### src/rtl/capture_arbiter.sv
// Round-robin arbiter sharing one capture register among NREQ requesters,
// with a post-capture guard window and clear/set overrides on the held word.
module capture_arbiter #(
   parameter int NREQ     = 4,
   parameter int DW       = 21,
   parameter int BITSEL   = 7,
   parameter int HOLD_CYC = 3
) (
   input  logic               clkin_data,
   input  logic               rst,
   input  logic [NREQ-1:0]    req,
   input  logic [NREQ*DW-1:0] req_data,
   input  logic               clr_req,
   input  logic               set_req,
   output logic [NREQ-1:0]    grant,
   output logic [DW-1:0]      q,
   output logic               out_bit,
   output logic               any_set,
   output logic               busy,
   output logic               done
);
   localparam int PW = (NREQ > 1) ? $clog2(NREQ) : 1;

   typedef enum logic [1:0] {S_IDLE, S_GRANT, S_HOLD} state_t;

   state_t            r_state, w_state_nxt;
   logic [NREQ-1:0]   r_grant, w_grant_nxt;
   logic [DW-1:0]     r_q, w_q_nxt;
   logic [3:0]        r_cnt, w_cnt_nxt;
   logic [PW-1:0]     r_ptr, w_ptr_nxt;
   logic              r_done, w_done_nxt;

   logic [NREQ-1:0]   w_rot, w_rot_oh, w_win_oh;
   logic [PW-1:0]     w_gidx, w_ptr_adv;
   logic [DW-1:0]     w_sel;
   logic [NREQ-1:0][DW-1:0] w_or;
   logic [NREQ-1:0][PW-1:0] w_enc;

   // Rotate requests so r_ptr sits at bit 0, take the lowest set bit, rotate back.
   assign w_rot    = NREQ'({req, req} >> r_ptr);
   assign w_rot_oh = w_rot & (~w_rot + NREQ'(1));
   assign w_win_oh = NREQ'(((2*NREQ)'({w_rot_oh, w_rot_oh} << r_ptr)) >> NREQ);

   // The registered one-hot grant selects the word and encodes the winner index.
   for (genvar g = 0; g < NREQ; g++) begin : g_mux
      if (g == 0) begin : g_first
         assign w_or[g]  = r_grant[g] ? req_data[g*DW +: DW] : '0;
         assign w_enc[g] = '0;
      end else begin : g_rest
         assign w_or[g]  = w_or[g-1] | (r_grant[g] ? req_data[g*DW +: DW] : '0);
         assign w_enc[g] = w_enc[g-1] | (r_grant[g] ? PW'(g) : '0);
      end
   end

   assign w_sel     = w_or[NREQ-1];
   assign w_gidx    = w_enc[NREQ-1];
   assign w_ptr_adv = (w_gidx == PW'(NREQ-1)) ? '0 : w_gidx + PW'(1);

   always_comb begin
      w_state_nxt = r_state;
      w_grant_nxt = '0;
      w_q_nxt     = r_q;
      w_cnt_nxt   = r_cnt;
      w_ptr_nxt   = r_ptr;
      w_done_nxt  = 1'b0;
      if (clr_req || set_req) begin
         // Overrides abort any transaction; a pending capture is dropped.
         w_q_nxt     = clr_req ? '0 : '1;
         w_cnt_nxt   = '0;
         w_state_nxt = S_IDLE;
      end else begin
         case (r_state)
            S_IDLE: begin
               if (|req) begin
                  w_grant_nxt = w_win_oh;
                  w_state_nxt = S_GRANT;
               end
            end
            S_GRANT: begin
               w_q_nxt     = w_sel;
               w_cnt_nxt   = 4'(HOLD_CYC);
               w_ptr_nxt   = w_ptr_adv;
               w_state_nxt = S_HOLD;
            end
            S_HOLD: begin
               if (r_cnt == 4'd1) begin
                  w_done_nxt  = 1'b1;
                  w_cnt_nxt   = '0;
                  w_state_nxt = S_IDLE;
               end else begin
                  w_cnt_nxt = r_cnt - 4'd1;
               end
            end
            default: w_state_nxt = S_IDLE;
         endcase
      end
   end

   always_ff @(posedge clkin_data) begin
      if (rst) begin
         r_state <= S_IDLE;
         r_grant <= '0;
         r_q     <= '0;
         r_cnt   <= '0;
         r_ptr   <= '0;
         r_done  <= 1'b0;
      end else begin
         r_state <= w_state_nxt;
         r_grant <= w_grant_nxt;
         r_q     <= w_q_nxt;
         r_cnt   <= w_cnt_nxt;
         r_ptr   <= w_ptr_nxt;
         r_done  <= w_done_nxt;
      end
   end

   assign grant   = r_grant;
   assign q       = r_q;
   assign out_bit = r_q[BITSEL];
   assign any_set = |r_q;
   assign busy    = (r_state == S_GRANT) || (r_state == S_HOLD);
   assign done    = r_done;
endmodule

### config.mk
export PLATFORM = sky130hd
export DESIGN_NAME = capture_arbiter
export DESIGN_NICKNAME = d
export VERILOG_FILES = /design/src/rtl/capture_arbiter.sv
export SDC_FILE = /design/constraint.sdc
export NUM_CORES = 1
export LEC_CHECK = 0
export BUFFER_PORTS_ARGS = -buffer_cell sky130_fd_sc_hd__buf_2
export CORE_MARGIN = 8
export CORE_UTILIZATION = 42
export DETAILED_ROUTE_END_ITERATION = 10
export MAX_ROUTING_LAYER = met4
export PLACE_DENSITY = 0.87
export SETUP_SLACK_MARGIN = 0.05
export SYNTH_ARGS = -nofsm -noshare
export SYNTH_HDL_FRONTEND = slang
export SYNTH_SLANG_ARGS = --single-unit
### constraint.sdc
create_clock -name clkin_data -period 1.9 [get_ports clkin_data]
set_clock_uncertainty 0.2 [all_clocks]
set_input_delay 0.285 -clock clkin_data [delete_from_list [all_inputs] [get_ports clkin_data]]
set_output_delay 0.285 -clock clkin_data [all_outputs]
set_load 0.02 [all_outputs]
==> impl_metrics.csv, run 1 <==
group,metric,value,unit
clock_tree,numCtsBuffers,5,
global_routing,grt_max_degree,24,
synth,yosysMostFrequentCell,"dfxtp_1",
setup_path,end_kind,"primary output",
sta,setup_viol,1,
setup_path,cp.arrival,1.69,ns
route,drtPass1Iterations,4,
die,core,4324,um2
power,swShare,27.64,%
worst_hold_path,hold_path.class,"in2reg",
setup_path,required,1.41,ns
power,ir_drop,348.3,uV
place,dp_hpwl,5255,um
synth,yosysTopAreaCell,"dfxtp_1",
synth,syn_nets,308,
power,seq_power_share,47.9,%
cells_and_area,area_growth,48.59,%
setup_path,cp_max_fo,3,
clock_tree,clk_pin_slew,0.07,ns
synth,synth_area_leaders,"dfxtp_1, a221oi_1, a22o_1",
synth,syn_inst,210,
status,violations,"negative setup slack",
global_routing,grt_pass1_vias,2208,
sta,drv_slew,0,
global_routing,met3_usage,4.221,%
global_routing,grt_pass1_wl,10180,um
cells_and_area,fillers,396,
status,status,"complete, but fails checks",
sta,period_needed,2.176,ns
route,vias_per_cell,5.865,
die,die_x,82.54,um
sta,setup_tns,-0.2755,ns
global_routing,grt_usage,19.59,%
route,drcViolationCount,0,
die,io_pins,121,
worst_hold_path,hold_path_depth,2,
die,die_h,82.54,um
setup_path,crit_type,"reg2out",
synth,synth_seq_cells,34,
clock_tree,clock_latency,0.29,ns
die,start_util,43.00,%
sta,timing.final.ws_setup,-0.2755,ns
sta,timing.final.crit_share,114.5,%
cells_and_area,diodes,0,
clock_tree,clockRootBuffer,"clkbuf_8",
clock_tree,cts.sink_count,34,
global_routing,use_met1,22.58,%
synth,synth_cell_types,36,
cells_and_area,final_cell_area,2763,um2
route,wl,6814,um
route,drtAntennaViolNets,0,
cells_and_area,drive_gt1_share,46.92,%
global_routing,antenna_found_initial,0,
sta,worstMarginPinSlew,0.3899,ns
die,rows,24,
power,clkPwrFrac,30.9,%
synth,ys_async_sr_fraction,0,%
synth,netlist_top_cells_count,"dfxtp_1, a21oi_1, a221oi_1, a22o_1, o31ai_1",
synth,yosys.area.top_type_share,36.61,%
route,post_drt_wl_per_cell,17.34,um
power,intPower,1155,uW
place,io_buffer_count,120,
synth,ys_warn_count,0,
run,drv_cap,0,
power,p_per_area,578.0,nW/um2
setup_path,cp-start-kind,"flip-flop",
die,dieArea,6812,um2
synth,synth-edff-count,0,
place,placed_area,2623,um2
synth,synthFlopType,"dfxtp_1",
global_routing,busiest_layer,"met2",
power,power_frac_comb,21.2,%
route,dr_total_vias,2305,
power,p_sw,441.4,uW
synth,syn_avg_cell_area,8.854,um2
synth,yosysSeqAreaShare,36.61,%
global_routing,gr-usage-met2,33.05,%
place,place_congestion,0.8402,
global_routing,grt_overflow,0,
power,leakagePower,0.001310,uW
setup_path,r2r_cells,5,
sta,relSlewSlack,73.97,%
clock_tree,cts_tree,"yes",
clock_tree,clock_path_buffers,2,
cells_and_area,nets,439,
sta,fmax,459.7,MHz
clock_tree,htree_levels,2,
sta,grt_setup_unrepaired,"yes",
route,first_iter_violations,157,
synth,synth.cell_area,1859,um2
sta,hold_viol_final,0,
[layout by cell type, fill, tap and decap left out, types with 2 or more instances in the layout]
cell,count
nor3b_1,2
or3b_1,2
nor2b_1,2
o31ai_1,21
o21bai_1,2
nor3_1,5
nor4_2,2
a22o_1,21
ha_1,5
buf_2,119
a21oi_1,27
mux2i_1,2
dfxtp_1,31
o21ai_0,4
nor2_1,6
or3_1,3
buf_6,2
nand2_1,8
inv_1,5
clkbuf_8,5
clkinv_2,2
a32o_1,2
buf_4,21
dfxtp_2,3
a221oi_1,21
[routing by layer]
metal / share of wire, % / routed length, um
met5: 0 / 0
met2: 51 / 3504
met4: 1.1 / 76
met1: 39 / 2637
met3: 8.7 / 596
[sequential cells by signal (all words and copies together), names as in the netlist]
register  count
q            21
r_cnt         4
done          1
r_state       2
r_ptr         2
grant         4
[worst max-delay path, stage by stage, from the launching register on]
cell and delay (ns):
dfxtp_1 0.31, or4_1 0.51, or4_4 0.43, buf_6 0.15
[layout make-up]
class                           instances  area, um2  area share (%)
Clock buffer                            5      68.82           2.491
Timing Repair Buffer                  142      775.7           28.08
Clock inverter                          2      10.01          0.3623
Sequential cell                        34      684.4           24.77
Inverter                                6      22.52          0.8152
Multi-Input combinational cell        152       1136           41.12
Tap cell                               52      65.06           2.355
[what timing repair did]
| item | in CTS | in global routing |
|---|---|---|
| gates resized for setup | 6 | 8 |
| buffers inserted | 0 | 0 |
| hold buffers | 0 | 0 |
| endpoints found under the setup margin | 2 | 5 |
| cloned | 0 | 0 |
| pin swaps | 2 | 2 |
[final timing paths]
kind,startpoint,slack [ns],to
min,rst,0.04,r_ptr[1]
min reg2reg,r_state[1],0.29,r_state[1]
max,q[18],-0.28,any_set
max reg2reg,r_state[1],0.13,r_ptr[1]
[through the flow]
| stage | setup slack (ns) | hold WS, ns | power, uW | instances | utilization (%) |
|---|---|---|---|---|---|
| global placement | -0.01113 | 0.2664 | 1094 | 386 | 60.65 |
| floorplan | 0.06970 | 0.1541 | 920.0 | 210 | - |
| global route | -0.3157 | 0.04888 | 1668 | 393 | 63.89 |
| finish | -0.2755 | 0.04327 | 1597 | 393 | 63.89 |
| detailed placement | -0.03534 | 0.2677 | 1102 | 386 | 60.65 |
| CTS | -0.3107 | 0.02734 | 1603 | 393 | 62.99 |
[power groups by stage]
stage	combinational, uW	clock (uW)	sequential [uW]
finish	338	494	765
global route	370	530	768
CTS	332	510	761
detailed placement	327	0	775
global placement	321	0	773
floorplan	112	0	808
[kinds of logic after synthesis]
group / synth area share, %
AND/OR/NAND/NOR: 11.44
buffers and inverters: 5.047
adder cells (fa/ha/maj): 4.038
AO/OA/AOI/OAI: 41.32
multiplexers: 1.077
flip-flops: 36.61
XOR/XNOR: 0.4711
(Power assumes the default switching activity.)
==> run 2: changes to the inputs <==
--- a/constraint.sdc
+++ b/constraint.sdc
@@ -3,3 +3,3 @@
 set_input_delay 0.285 -clock clkin_data [delete_from_list [all_inputs] [get_ports clkin_data]]
 set_output_delay 0.285 -clock clkin_data [all_outputs]
-set_load 0.02 [all_outputs]
+set_load 0.05 [all_outputs]
==> run 2 against run 1 <==
  * The flow still finishes with violations (negative setup slack)
  * Count of clock-buffer cells in the layout up 2
  * Critical path type unchanged
  * Combinational power grew 23%
  * Die area stayed put
  * Global-route usage is 1.3 points higher
  * Register-to-register slack barely moved
  * Worst hold slack worse by 0.0012 ns
  * Highest routed layer unchanged
==> impl_metrics.csv, run 2 (synthesis gave the netlist of run 1 again) <==
group,metric,value,unit
setup_path,end_kind,"primary output",
die,io_pins,121,
power,intPower,1346,uW
global_routing,grt_max_degree,24,
cells_and_area,final_cell_mix,"buf_2, buf_4, a21oi_1",
worst_hold_path,hold_path.class,"in2reg",
clock_tree,clk_pin_slew,0.07,ns
sta,relSlewSlack,80.09,%
clock_tree,cts_tree,"yes",
setup_path,crit_buf_inv,1,
clock_tree,numCtsBuffers,5,
route,first_iter_violations,110,
route,vias_per_cell,5.807,
setup_path,critical-path-top-delay-family,"simple AND/OR/NAND/NOR gates",
cells_and_area,largest_reg_flops,21,
setup_path,rr_startpoint,"r_state[1]",
route,wl,7161,um
worst_hold_path,hold_path_depth,2,
die,core,4324,um2
clock_tree,holdBufCountCts,0,
setup_path,max_stage_delay,0.52,ns
worst_hold_path,holdPathEnd,"r_ptr[1]",
global_routing,grt_pass1_vias,2297,
power,swShare,27.75,%
die,dieArea,6812,um2
route,dr_total_vias,2317,
global_routing,grt_overflow,0,
power,leakagePower,0.001361,uW
setup_path,regToRegSetupSlack,0.14,ns
power,ir_drop,541.5,uV
cells_and_area,fillers,371,
sta,timing.hold.ws,0.04204,ns
sta,timing.final.crit_share,117.2,%
cells_and_area,nets,444,
sta,hold_viol_final,0,
power,power_frac_comb,22.4,%
clock_tree,clockRootBuffer,"clkbuf_8",
sta,grt_setup_unrepaired,"yes",
power,seq_power_share,41.2,%
global_routing,antenna_found_initial,0,
sta,setup_viol,1,
die,rows,24,
setup_path,cp_max_fo,2,
place,place_congestion,0.8224,
route,drtPass1Iterations,4,
sta,timing.final.ws_setup,-0.3265,ns
setup_path,crit_type,"reg2out",
power,p_sw,516.9,uW
setup_path,timing.rr.end,"r_ptr[1]",
sta,period_needed,2.227,ns
run,drv_cap,0,
global_routing,grt_usage,20.87,%
power,finalPower,1863,uW
place,placed_cells,391,
global_routing,busiest_layer,"met2",
sta,drv_slew,0,
cells_and_area,drive_gt1_share,51.59,%
die,die_x,82.54,um
worst_hold_path,holdCritStartpoint,"rst",
global_routing,gr-usage-met2,33.20,%
status,violations,"negative setup slack",
cells_and_area,layout.cells.non_filler,399,
setup_path,required,1.41,ns
setup_path,r2r_cells,5,
setup_path,path_cells,"or4_1, or4_4, buf_6",
route,drtAntennaViolNets,0,
global_routing,use_met1,24.51,%
sta,worstMarginPinSlew,0.2987,ns
setup_path,critPathSlowestCell,"or4_1",
setup_path,cp.arrival,1.74,ns
global_routing,met3_usage,5.411,%
place,dp_hpwl,5451,um
place,io_buffer_count,120,
cells_and_area,final_common_cell,"buf_2",
route,drcViolationCount,0,
cells_and_area,multiInputGateArea,1157,um2
clock_tree,clock_latency,0.28,ns
place,place_ws,-0.1300,ns
global_routing,grt_pass1_wl,10770,um
setup_path,critPathLaunch,"q[18]",
setup_path,cp-start-kind,"flip-flop",
clock_tree,htree_levels,2,
die,die_h,82.54,um
power,p_per_area,647.0,nW/um2
cells_and_area,diodes,0,
status,status,"complete, but fails checks",
route,post_drt_wl_per_cell,17.95,um
power,clkPwrFrac,36.4,%
cells_and_area,area_growth,54.85,%
clock_tree,clock_path_buffers,2,
die,start_util,43.00,%
cells_and_area,ff_latch_area,701.9,um2
clock_tree,cts.sink_count,34,
sta,fmax,449.1,MHz
## run 2: changes by cell type in the layout (fill, tap and decap cells not counted), moves of 2 or more
cell / change
dfxtp_2: +8
nor4_2: -2
dfxtp_4: +2
dfxtp_1: -10
buf_4: +6
clkinv_2: -2
## run 2: power groups by stage
stage	Combinational (uW)	Sequential (uW)	Clock, uW
floorplan	119	869	0
global placement	395	773	0
detailed placement	402	775	0
CTS	411	763	689
global route	449	770	727
finish	417	767	679
## run 2: stage by stage
step	utilization (%)	instance area [um2]	setup TNS [ns]
6_report	66.58	2879	-0.3265
5_1_grt	66.58	2879	-0.3857
4_1_cts	65.54	2834	-0.3317
3_5_place_dp	62.01	2681	-0.1300
3_3_place_gp	62.01	2681	-0.05978
2_1_floorplan	-	1884	-0.01669
## run 2: how the worst max path moves through the flow
stage / endpoint / slack (ns) / depth (start not counted)
global placement: any_set / -0.06 / 4
detailed placement: any_set / -0.13 / 4
finish: any_set / -0.33 / 3
global route: any_set / -0.39 / 4
CTS: any_set / -0.33 / 3
floorplan: any_set / -0.02 / 2
## run 2: per-layer routing
layer	part of all wire (%)	wire, um	vias to the layer above
met2	51	3636	108
met5	0	0	-
met1	38	2698	1074
met4	2.7	192	0
li1	-	-	1115
met3	8.8	633	20
## run 2: area by class of cell
type                       count  share of cell area [%]
clock buffer                   7                   2.999
clock inverter                 1                   1.043
inverter                       6                  0.7823
multi-input combinational    152                   40.20
sequential                    34                   24.38
tap                           52                   2.260
timing repair buffer         147                   28.34
## run 2: what timing repair did
action	4_1_cts	5_1_grt
gates cloned	0	0
gates resized for setup	8	9
setup endpoints to repair	2	4
setup buffers	0	0
pin swaps	1	3
==> run 3: changes to the inputs <==
- SKIP_LAST_GASP: default -> 1
==> run 3 against run 2 <==
  * The run still ends with negative setup slack left
  * Via count shrank 0.30%
  * Core utilization shrank 0.20 points
  * Worst hold slack gained 0.0014 ns
  * Global-route usage is the same
  * Critical endpoint unchanged
==> impl_metrics.csv, run 3 (synthesis gave the netlist of run 1 again) <==
group,metric,value,unit
status,violations,"negative setup slack",
die,core,4324,um2
die,rows,24,
die,dieArea,6812,um2
route,wl,7108,um
sta,period_needed,2.226,ns
clock_tree,clock_latency,0.28,ns
setup_path,end_kind,"primary output",
global_routing,grt_overflow,0,
die,io_pins,121,
route,drcViolationCount,0,
cells_and_area,diodes,0,
clock_tree,clk_pin_slew,0.07,ns
sta,timing.final.crit_share,117.2,%
clock_tree,holdBufCountCts,0,
power,p_per_area,647.4,nW/um2
power,p_sw,512.3,uW
clock_tree,clockRootBuffer,"clkbuf_8",
power,intPower,1346,uW
sta,fmax,449.2,MHz
cells_and_area,area_growth,54.37,%
route,drtPass1Iterations,4,
setup_path,timing.rr.end,"r_ptr[1]",
cells_and_area,multiInputGateArea,1149,um2
setup_path,r2r_cells,5,
cells_and_area,final_common_cell,"buf_2",
run,drv_cap,0,
die,die_h,82.54,um
sta,drv_slew,0,
setup_path,cp_max_fo,2,
die,start_util,43.00,%
global_routing,antenna_found_initial,0,
route,vias_per_cell,5.789,
global_routing,grt_usage,20.87,%
die,die_x,82.54,um
place,dp_hpwl,5451,um
power,ir_drop,500.6,uV
sta,setup_viol,1,
route,highest_layer,"met4",
route,drtAntennaViolNets,0,
place,place_congestion,0.8224,
cells_and_area,nets,444,
clock_tree,htree_levels,2,
sta,worstMarginPinSlew,0.2980,ns
setup_path,regToRegSetupSlack,0.10,ns
power,seq_power_share,41.3,%
route,wl_met1,2743,um
global_routing,grt_pass1_wl,10770,um
global_routing,grt_max_degree,24,
route,first_iter_violations,126,
cells_and_area,final_cell_mix,"buf_2, a21oi_1, buf_4",
sta,timing.hold.ws,0.04344,ns
sta,grt_setup_unrepaired,"yes",
sta,timing.final.ws_setup,-0.3261,ns
power,clkPwrFrac,36.3,%
route,dr_total_vias,2310,
global_routing,grt_pass1_vias,2297,
power,power_frac_comb,22.4,%
clock_tree,clock_path_buffers,2,
sta,relSlewSlack,80.13,%
cells_and_area,fillers,369,
worst_hold_path,hold_path.class,"in2reg",
worst_hold_path,holdCritStartpoint,"rst",
setup_path,rr_startpoint,"r_state[1]",
route,post_drt_wl_per_cell,17.81,um
route,met3WireLength,559,um
worst_hold_path,holdPathEnd,"r_ptr[0]",
setup_path,cp.arrival,1.74,ns
clock_tree,cts.sink_count,34,
clock_tree,numCtsBuffers,5,
worst_hold_path,hold_path_depth,2,
cells_and_area,ff_latch_area,701.9,um2
place,io_buffer_count,120,
setup_path,required,1.41,ns
setup_path,cp-start-kind,"flip-flop",
power,swShare,27.57,%
cells_and_area,drive_gt1_share,51.01,%
cells_and_area,largest_reg_flops,21,
power,leakagePower,0.001360,uW
route,wl_met2,3618,um
power,finalPower,1858,uW
status,status,"complete, but fails checks",
sta,hold_viol_final,0,
setup_path,crit_type,"reg2out",
clock_tree,cts_tree,"yes",
[run 3: cell types whose count changed in the layout (fill, tap and decap cells not counted)]
cell,delta
a21oi_1,+1
or3_4,-1
or3_1,+1
a21oi_2,-1
[run 3: layout make-up]
class	instances	area share, %
tap	52	2.267
clock inverter	1	1.046
timing repair buffer	147	28.42
sequential	34	24.46
multi-input combinational	152	40.02
inverter	6	0.7847
clock buffer	7	3.008
[run 3: worst max path at each step]
stage          start      end
2_1_floorplan  q[18]  any_set
3_3_place_gp    q[1]  any_set
3_5_place_dp    q[9]  any_set
4_1_cts        q[18]  any_set
5_1_grt        q[11]  any_set
6_report       q[18]  any_set
[run 3: routing by layer]
layer | vias up | global-route usage, %
li1 | 1117 | -
met1 | 1075 | 24.51
met4 | 0 | 8.448
met2 | 98 | 33.20
met3 | 20 | 5.411
met5 | - | -
[run 3: critical path, cell delays in order (launching register included)]
cell and delay, ns:
dfxtp_4 0.34, or4_1 0.52, or4_4 0.43, buf_6 0.17
[run 3: power groups by stage]
stage               sequential (uW)  clock, uW  combinational (uW)
floorplan                       869          0                 119
global placement                773          0                 395
detailed placement              775          0                 402
CTS                             763        689                 411
global route                    770        725                 449
finish                          767        675                 417
[run 3: through the flow]
stage	util (%)	setup TNS (ns)	cells	area, um2	setup WS, ns
after floorplan	-	-0.01669	210	1884	-0.01669
after global placement	62.01	-0.05978	391	2681	-0.05978
after detailed placement	62.01	-0.1300	391	2681	-0.1300
after CTS	65.54	-0.3317	399	2834	-0.3317
after global routing	66.38	-0.3857	399	2870	-0.3857
final	66.38	-0.3261	399	2870	-0.3261
[run 3: timing repair]
action                     in CTS  in global routing
pin swaps                       1                  2
setup buffers                   0                  0
hold endpoints to repair        0                  0
setup endpoints to repair       2                  4
resized for setup               8                  7
